### config.mk
export PLATFORM = sky130hd
export DESIGN_NAME = mem_block_mover
export DESIGN_NICKNAME = d
export VERILOG_FILES = /design/src/rtl/mem_mover_pkg.sv /design/src/rtl/mem_block_mover.sv
export SDC_FILE = /design/constraint.sdc
export NUM_CORES = 1
export LEC_CHECK = 0
export CORE_MARGIN = 3
export CORE_UTILIZATION = 55
export CTS_CLUSTER_SIZE = 16
export DETAILED_ROUTE_END_ITERATION = 10
export DONT_BUFFER_PORTS = 1
export PLACE_DENSITY = 0.7
export SLEW_MARGIN = 0
export SYNTH_ARGS = -nofsm -noshare
export SYNTH_HDL_FRONTEND = slang
export SYNTH_SLANG_ARGS = --single-unit
### constraint.sdc
create_clock -name CLK -period 5.55 [get_ports CLK]
set_input_delay 0.2775 -clock CLK [delete_from_list [all_inputs] [get_ports CLK]]
set_output_delay 0.2775 -clock CLK [all_outputs]
set_load 0.05 [all_outputs]
### src/rtl/mem_mover_pkg.sv
// rtl/mem_mover_pkg.sv - state and mode encodings for the memory block mover
package mem_mover_pkg;

    typedef enum logic [1:0] {
        ST_IDLE = 2'd0,
        ST_RD   = 2'd1,
        ST_WR   = 2'd2,
        ST_FIN  = 2'd3
    } mover_state_t;

    localparam logic MODE_COPY = 1'b0;
    localparam logic MODE_FILL = 1'b1;

endpackage

### src/rtl/mem_block_mover.sv
// rtl/mem_block_mover.sv - bus initiator performing COPY/FILL block operations on a synchronous memory
module mem_block_mover
    import mem_mover_pkg::*;
#(
    parameter int ADDR_WIDTH = 8,
    parameter int DATA_WIDTH = 8
) (
    input  logic                  CLK,
    input  logic                  RESET,
    input  logic                  START,
    input  logic                  MODE,
    input  logic [ADDR_WIDTH-1:0] SRC_ADDR,
    input  logic [ADDR_WIDTH-1:0] DST_ADDR,
    input  logic [ADDR_WIDTH-1:0] LENGTH,
    input  logic [DATA_WIDTH-1:0] FILL_VAL,
    output logic                  BUSY,
    output logic                  DONE,
    output logic                  MemRead,
    output logic                  MemWrite,
    output logic [ADDR_WIDTH-1:0] ADDR,
    output logic [DATA_WIDTH-1:0] MEM_WDATA,
    input  logic [DATA_WIDTH-1:0] MEM_RDATA
);

    localparam logic [ADDR_WIDTH-1:0] ONE_A = ADDR_WIDTH'(1);

    mover_state_t          state;
    logic                  mode_q;
    logic [ADDR_WIDTH-1:0] src_q;
    logic [ADDR_WIDTH-1:0] dst_q;
    logic [ADDR_WIDTH-1:0] len_q;
    logic [DATA_WIDTH-1:0] fill_q;
    logic [ADDR_WIDTH-1:0] idx;
    logic [DATA_WIDTH-1:0] wdata_q;
    logic                  wr_copy;
    logic [ADDR_WIDTH-1:0] idx_next;

    assign idx_next = idx + ONE_A;

    // COPY writes forward the registered memory output, so no START/state -> data loop exists
    assign MEM_WDATA = wr_copy ? MEM_RDATA : wdata_q;

    // Outputs are registered together with the state they belong to.
    always_ff @(posedge CLK) begin
        if (RESET) begin
            state    <= ST_IDLE;
            mode_q   <= MODE_COPY;
            src_q    <= '0;
            dst_q    <= '0;
            len_q    <= '0;
            fill_q   <= '0;
            idx      <= '0;
            wdata_q  <= '0;
            wr_copy  <= 1'b0;
            BUSY     <= 1'b0;
            DONE     <= 1'b0;
            MemRead  <= 1'b0;
            MemWrite <= 1'b0;
            ADDR     <= '0;
        end else begin
            wdata_q  <= '0;
            wr_copy  <= 1'b0;
            BUSY     <= 1'b0;
            DONE     <= 1'b0;
            MemRead  <= 1'b0;
            MemWrite <= 1'b0;
            ADDR     <= '0;
            case (state)
                ST_IDLE, ST_FIN: begin
                    if (START) begin
                        mode_q <= MODE;
                        src_q  <= SRC_ADDR;
                        dst_q  <= DST_ADDR;
                        len_q  <= LENGTH;
                        fill_q <= FILL_VAL;
                        idx    <= '0;
                        if (LENGTH == '0) begin
                            state <= ST_FIN;
                            DONE  <= 1'b1;
                        end else if (MODE == MODE_COPY) begin
                            state   <= ST_RD;
                            BUSY    <= 1'b1;
                            MemRead <= 1'b1;
                            ADDR    <= SRC_ADDR;
                        end else begin
                            state    <= ST_WR;
                            BUSY     <= 1'b1;
                            MemWrite <= 1'b1;
                            ADDR     <= DST_ADDR;
                            wdata_q  <= FILL_VAL;
                        end
                    end else begin
                        state <= ST_IDLE;
                    end
                end
                ST_RD: begin
                    state    <= ST_WR;
                    BUSY     <= 1'b1;
                    MemWrite <= 1'b1;
                    ADDR     <= dst_q + idx;
                    wr_copy  <= 1'b1;
                end
                ST_WR: begin
                    if (idx == len_q - ONE_A) begin
                        state <= ST_FIN;
                        DONE  <= 1'b1;
                    end else if (mode_q == MODE_COPY) begin
                        state   <= ST_RD;
                        idx     <= idx_next;
                        BUSY    <= 1'b1;
                        MemRead <= 1'b1;
                        ADDR    <= src_q + idx_next;
                    end else begin
                        state    <= ST_WR;
                        idx      <= idx_next;
                        BUSY     <= 1'b1;
                        MemWrite <= 1'b1;
                        ADDR     <= dst_q + idx_next;
                        wdata_q  <= fill_q;
                    end
                end
                default: state <= ST_IDLE;
            endcase
        end
    end

endmodule

# Word-level counts from Yosys, hierarchy flattened
# Index checks and enable logic that the tools add are counted.
[classes]
add_sub_neg = 5
eq_ne = 6
n_mux = 43
n_reduce_logical = 6
[ops]
columns = ["cell", "count"]
rows = [
  ["$mux W8", 13],
  ["$pmux W8 S2", 2],
  ["$add A8 B8 Y8", 3],
  ["$pmux W8 S3", 1],
  ["$mux W1", 17],
  ["$mux W2", 5],
  ["$add A8 B1 Y8 const B", 1],
  ["$eq A8 B8 Y1", 1],
  ["$logic_not A8 Y1", 1],
  ["$sub A8 B1 Y8 const B", 1],
  ["$pmux W1 S3", 2],
  ["$pmux W2 S3", 1],
  ["$eq A2 B2 Y1 const B", 2],
  ["$ne A2 B2 Y1 const B", 2],
  ["$pmux W1 S2", 2],
  ["$reduce_and A3 Y1", 1],
  ["$eq A2 B1 Y1 const B", 1],
  ["$logic_not A2 Y1", 1],
  ["$reduce_and A2 Y1", 1],
  ["$reduce_bool A2 Y1", 1],
  ["$reduce_or A2 Y1", 1],
]
[totals]
ff_bits = 64
input_bits = 44
out_inout_bits = 20
wordCells = 74

# Logic depth before layout (Yosys ltp)
[logic_depth]
word_depth = 5
ltp_mapped = 13
mapped_depth_nobuf = 11

# Least setup slack after synthesis
# Ideal clock, no wire load.
[synth_path]
kind = "register to register"
startpoint = "register mode_q"
endpoint = "register ADDR[7]"
setup_ns = 0.116
t_arrival_ns = 2.648
required_ns = 5.434
setup_slack_ns = 2.786
stages_incl_launch_ff = 12
path_buffers = 1
synth_period_minus_slack_ns = 2.764
path_cell_list = "dfxtp_1 buf_1 mux2i_1 inv_1 ha_1 a211oi_1 nor2_1 o21a_1 o41ai_1 xnor2_1 a221o_1 o211a_1"
[synth_between]
elab_chain_len = 3
[synth_lines]
columns = ["element", "line", "source"]
rows = [
  ["start, declared", "mem_block_mover.sv:28", "logic mode_q;"],
  ["start signal, assigned", "mem_block_mover.sv:47", "mode_q <= MODE_COPY;"],
  ["start signal, assigned", "mem_block_mover.sv:71", "mode_q <= MODE;"],
  ["$mux W8", "mem_block_mover.sv:107", "end else if (mode_q == MODE_COPY) begin"],
  ["$mux W8", "mem_block_mover.sv:104", "if (idx == len_q - ONE_A) begin"],
  ["$pmux W8 S3", "mem_block_mover.sv:68", "case (state)"],
  ["end signal, assigned", "mem_block_mover.sv:100", "ADDR <= dst_q + idx;"],
  ["end signal, assigned", "mem_block_mover.sv:112", "ADDR <= src_q + idx_next;"],
  ["end signal, assigned", "mem_block_mover.sv:118", "ADDR <= dst_q + idx_next;"],
  ["end, declared", "mem_block_mover.sv:20", "output logic [ADDR_WIDTH-1:0] ADDR,"],
]
# No other way between the ends.
# A chain may end at the register's enable or synchronous reset.

# Final worst setup path
[layout_path]
startpoint = "register len_q[0]"
endpoint = "register wdata_q[6]"
[layout_between]
elab_chain_len = 4
[layout_lines]
columns = ["element", "line", "source"]
rows = [
  ["start, declared", "mem_block_mover.sv:31", "logic [ADDR_WIDTH-1:0] len_q;"],
  ["start signal, assigned", "mem_block_mover.sv:50", "len_q <= '0;"],
  ["start signal, assigned", "mem_block_mover.sv:74", "len_q <= LENGTH;"],
  ["$sub A8 B1 Y8", "mem_block_mover.sv:104", ""],
  ["$eq A8 B8 Y1", "mem_block_mover.sv:104", ""],
  ["$mux W8", "mem_block_mover.sv:104", ""],
  ["$pmux W8 S2", "mem_block_mover.sv:68", ""],
  ["end signal, assigned", "mem_block_mover.sv:119", "wdata_q <= fill_q;"],
  ["end, declared", "mem_block_mover.sv:34", "logic [DATA_WIDTH-1:0] wdata_q;"],
]
# No other way between the ends.

==> impl_metrics.env <==
export IMPL_outcome="finished, final reports clean"
export IMPL_post_cts_repair_setup_buffers=0
export IMPL_power_switching_w=0.000399
export IMPL_async_flop_share=0
export IMPL_startpoint="len_q[0]$_SDFFE_PP0P_"
export IMPL_vias=3118
export IMPL_dpl_hpwl_mm=6.21
export IMPL_cts_max_level=3
export IMPL_die_x_um=88.0
export IMPL_ys_flop_type="dfxtp_1"
export IMPL_final_hold_violation_count=0
export IMPL_fin_tns_setup_ns=0
export IMPL_area_growth_pct=5.12
export IMPL_crit_required_ns=5.79
export IMPL_grt_pass1_vias=2886
export IMPL_cap_violations=0
export IMPL_layout_common_cells="nand2_1 (81), dfxtp_1 (64), a21oi_1 (47)"
export IMPL_fin_worst_skew_ns=0.0134
export IMPL_p_clk_frac=0.316
export IMPL_timing_slew_headroom=0.501
export IMPL_cts_buffer_depth=2
export IMPL_ys_ff_latch=64
export IMPL_fin_crit_sh=0.594
export IMPL_p_leak_nw=1.58
export IMPL_path_clk_slew_ns=0.08
export IMPL_clock_fmax_mhz=303
export IMPL_die_area_um2=7740
export IMPL_fp_coreArea_um2=6420
export IMPL_r2r_slack_ns=2.25
export IMPL_hold_depth=1
export IMPL_drive_gt1_frac=0.0943
export IMPL_drtPass1Iterations=5
export IMPL_cts_tree="done"
export IMPL_peakVddDrop_uv=183
export IMPL_syn_num_nets=509
export IMPL_grt_util_all_layers=0.235
export IMPL_grt_antenna_before_repair=0
export IMPL_synth_area_um2=3690
export IMPL_synthMuxAreaShare=0.0735
export IMPL_powerDensity_nw_per_um2=299
export IMPL_hp_start="RESET"
export IMPL_worst_pin_slew_ns=0.749
export IMPL_critPathSlowestCell="a2111oi_4"
export IMPL_yosysSeqAreaShare=0.347
export IMPL_die_y_um=88.0
export IMPL_portBuffers=0
export IMPL_nNetsFinal=495
export IMPL_synthAdderAreaFrac=0.0752
export IMPL_grt_overflow=0
export IMPL_setup_violations=0
export IMPL_num_io_pins=64
export IMPL_hold_class="in -> reg"
export IMPL_r2r_start="len_q[0]$_SDFFE_PP0P_"
export IMPL_rsz0062_at_grt="no"
export IMPL_synth_edff_count=0
export IMPL_synth_xor_area_frac=0.0569
export IMPL_final_common_cell="nand2_1"
export IMPL_slew_viol_final=0
export IMPL_r2r_end="wdata_q[6]$_SDFF_PP0_"
export IMPL_wirelength_mm=8.73
export IMPL_crit_type="reg -> reg"
export IMPL_cp_start_kind="flip-flop"
export IMPL_crit_path_cell_trace="inv_1 -> ha_1 -> o21ba_1 -> a221o_1 -> a32o_1 -> a2111oi_4 -> nor2b_1 -> and3_4 -> a32o_1"
export IMPL_antenna_cells=0
export IMPL_seq_power_share=0.471
export IMPL_power_share_switching=0.343
export IMPL_postRouteAntennaNets=0
export IMPL_synth_compound_area_frac=0.223
export IMPL_cpMostUsedCell="a32o_1"
export IMPL_drc=0
export IMPL_synth_top_family_by_area="compound AO/OA/AOI/OAI gates"
export IMPL_grt_pass1_wl_mm=14.1
export IMPL_period_needed_ns=3.30
export IMPL_r2r_cells=9
export IMPL_seqCellArea_um2=1280
export IMPL_via_per_inst=6.09
export IMPL_syn_inst=444
export IMPL_arrival_ns=3.53
export IMPL_pwr_share_comb=0.213
export IMPL_rows=29
export IMPL_fill_cells=570
export IMPL_root_buffer="clkbuf_8"
export IMPL_grt_max_degree=51
export IMPL_cp_max_fo=13
export IMPL_clock_sinks=64
export IMPL_critPathCaptureType="flip-flop"
export IMPL_crit_path_max_incr_delay_ns=0.72
export IMPL_internal_power_w=0.000763
export IMPL_start_util=0.575
export IMPL_post_route_util=0.605
export IMPL_wl_per_cell_um=17.0
export IMPL_avgSynthCellArea_um2=8.32
export IMPL_place_congestion=0.887
export IMPL_ys_types=57
export IMPL_whs_endpoint="ADDR[5]$_SDFF_PP0_"
export IMPL_cts_made_buffers=9
export IMPL_drtIter0Drc=279
export IMPL_yosys_area_share_simple=0.174
export IMPL_clock_latency_ns=0.35
export IMPL_multi_input_area_um2=2230
export IMPL_yosysWarningCount=0
final cells by class:
cell class              instances  share of cell area
inverters                      16              0.0155
repair buffers                  3             0.00902
clock inverters                 6              0.0116
well taps                      77              0.0248
flip-flops and latches         64               0.330
multi-input cells             336               0.574
clock buffers                  10              0.0354
Yosys cell counts, drive strengths merged (2+ instances only):
cell,instances,area share
a211o,2,0.0047
o21ai,15,0.020
nor2,31,0.032
a22oi,3,0.0061
nor2b,4,0.0068
buf,7,0.012
nand3,9,0.012
a21o,5,0.010
o21bai,2,0.0041
or4,3,0.0061
dfxtp,64,0.35
o21a,7,0.014
xnor2,15,0.036
and3,3,0.0064
a21oi,47,0.064
o31ai,3,0.0061
mux2i,8,0.022
fa,2,0.011
nand2,81,0.082
inv,16,0.016
o22ai,2,0.0034
nor3b,2,0.0054
clkbuf,21,0.022
ha,19,0.064
a221o,3,0.0081
a222oi,2,0.0054
a211oi,6,0.012
nor3,5,0.0068
a32o,10,0.027
xor2,9,0.021
o211a,2,0.0054
mux2,17,0.052
power by group through the flow:
stage	combinational, W	sequential, W	clock, W
4_1_cts	0.000246	0.000547	0.000377
3_3_place_gp	0.000233	0.000557	0
5_1_grt	0.000275	0.000552	0.000401
2_1_floorplan	0.000208	0.000545	0
3_5_place_dp	0.000237	0.000558	0
6_report	0.000247	0.000547	0.000367
what timing repair did:
action	4_1_cts	5_1_grt
endpoints found under the hold margin	50	0
gates resized for setup	0	0
hold buffers	1	0
worst max path at each step:
stage                             to  slack, ns  depth (start not counted)
5_1_grt        wdata_q[3]$_SDFF_PP0_       2.00                          9
6_report       wdata_q[6]$_SDFF_PP0_       2.25                          9
2_1_floorplan     ADDR[7]$_SDFF_PP0_       2.79                         11
4_1_cts        wdata_q[0]$_SDFF_PP0_       2.29                          9
3_3_place_gp   wdata_q[2]$_SDFF_PP0_       2.39                          9
3_5_place_dp   wdata_q[0]$_SDFF_PP0_       2.30                          9
worst max-delay path: cells and delay by family (launching register included):
family	cells	cell delay, ns
simple gates	2	0.65
flops	1	0.46
compound gates	5	1.70
buf+inv	1	0.07
fa+ha+maj	1	0.31
flip-flops by register name, indices dropped and copies added (netlist names), 2 cells and up:
signal,count
wdata_q,8
idx,8
state,2
len_q,8
fill_q,8
ADDR,8
src_q,8
dst_q,8
metrics by stage:
stage | total power (W) | cells | setup WS [ns] | instance area [um^2] | hold WS, ns
after floorplan | 0.000753 | 444 | 2.79 | 3690 | 0.413
after global placement | 0.000790 | 495 | 2.39 | 3680 | 0.352
after detailed placement | 0.000795 | 495 | 2.30 | 3680 | 0.356
after CTS | 0.00117 | 512 | 2.29 | 3880 | 0.0259
after global routing | 0.00123 | 512 | 2.00 | 3880 | 0.0279
final | 0.00116 | 512 | 2.25 | 3880 | 0.0485
routing by layer:
layer  track usage  wire [um]  vias to the layer above
met3        0.0668        685                       11
met4        0.0767        118                        0
met2         0.352       3920                      114
li1              -          -                     1545
met1         0.325       4000                     1448
met5             0          0                        -
cell families (layout without fill, tap and decap cells):
kind of cell | after synthesis | count (layout)
compound gates | 120 | 120
xor+xnor | 24 | 24
fa+ha+maj | 21 | 21
buf+inv | 44 | 35
flops | 64 | 64
mux | 25 | 25
simple gates | 146 | 146
Power figures use the tool's default switching activity.
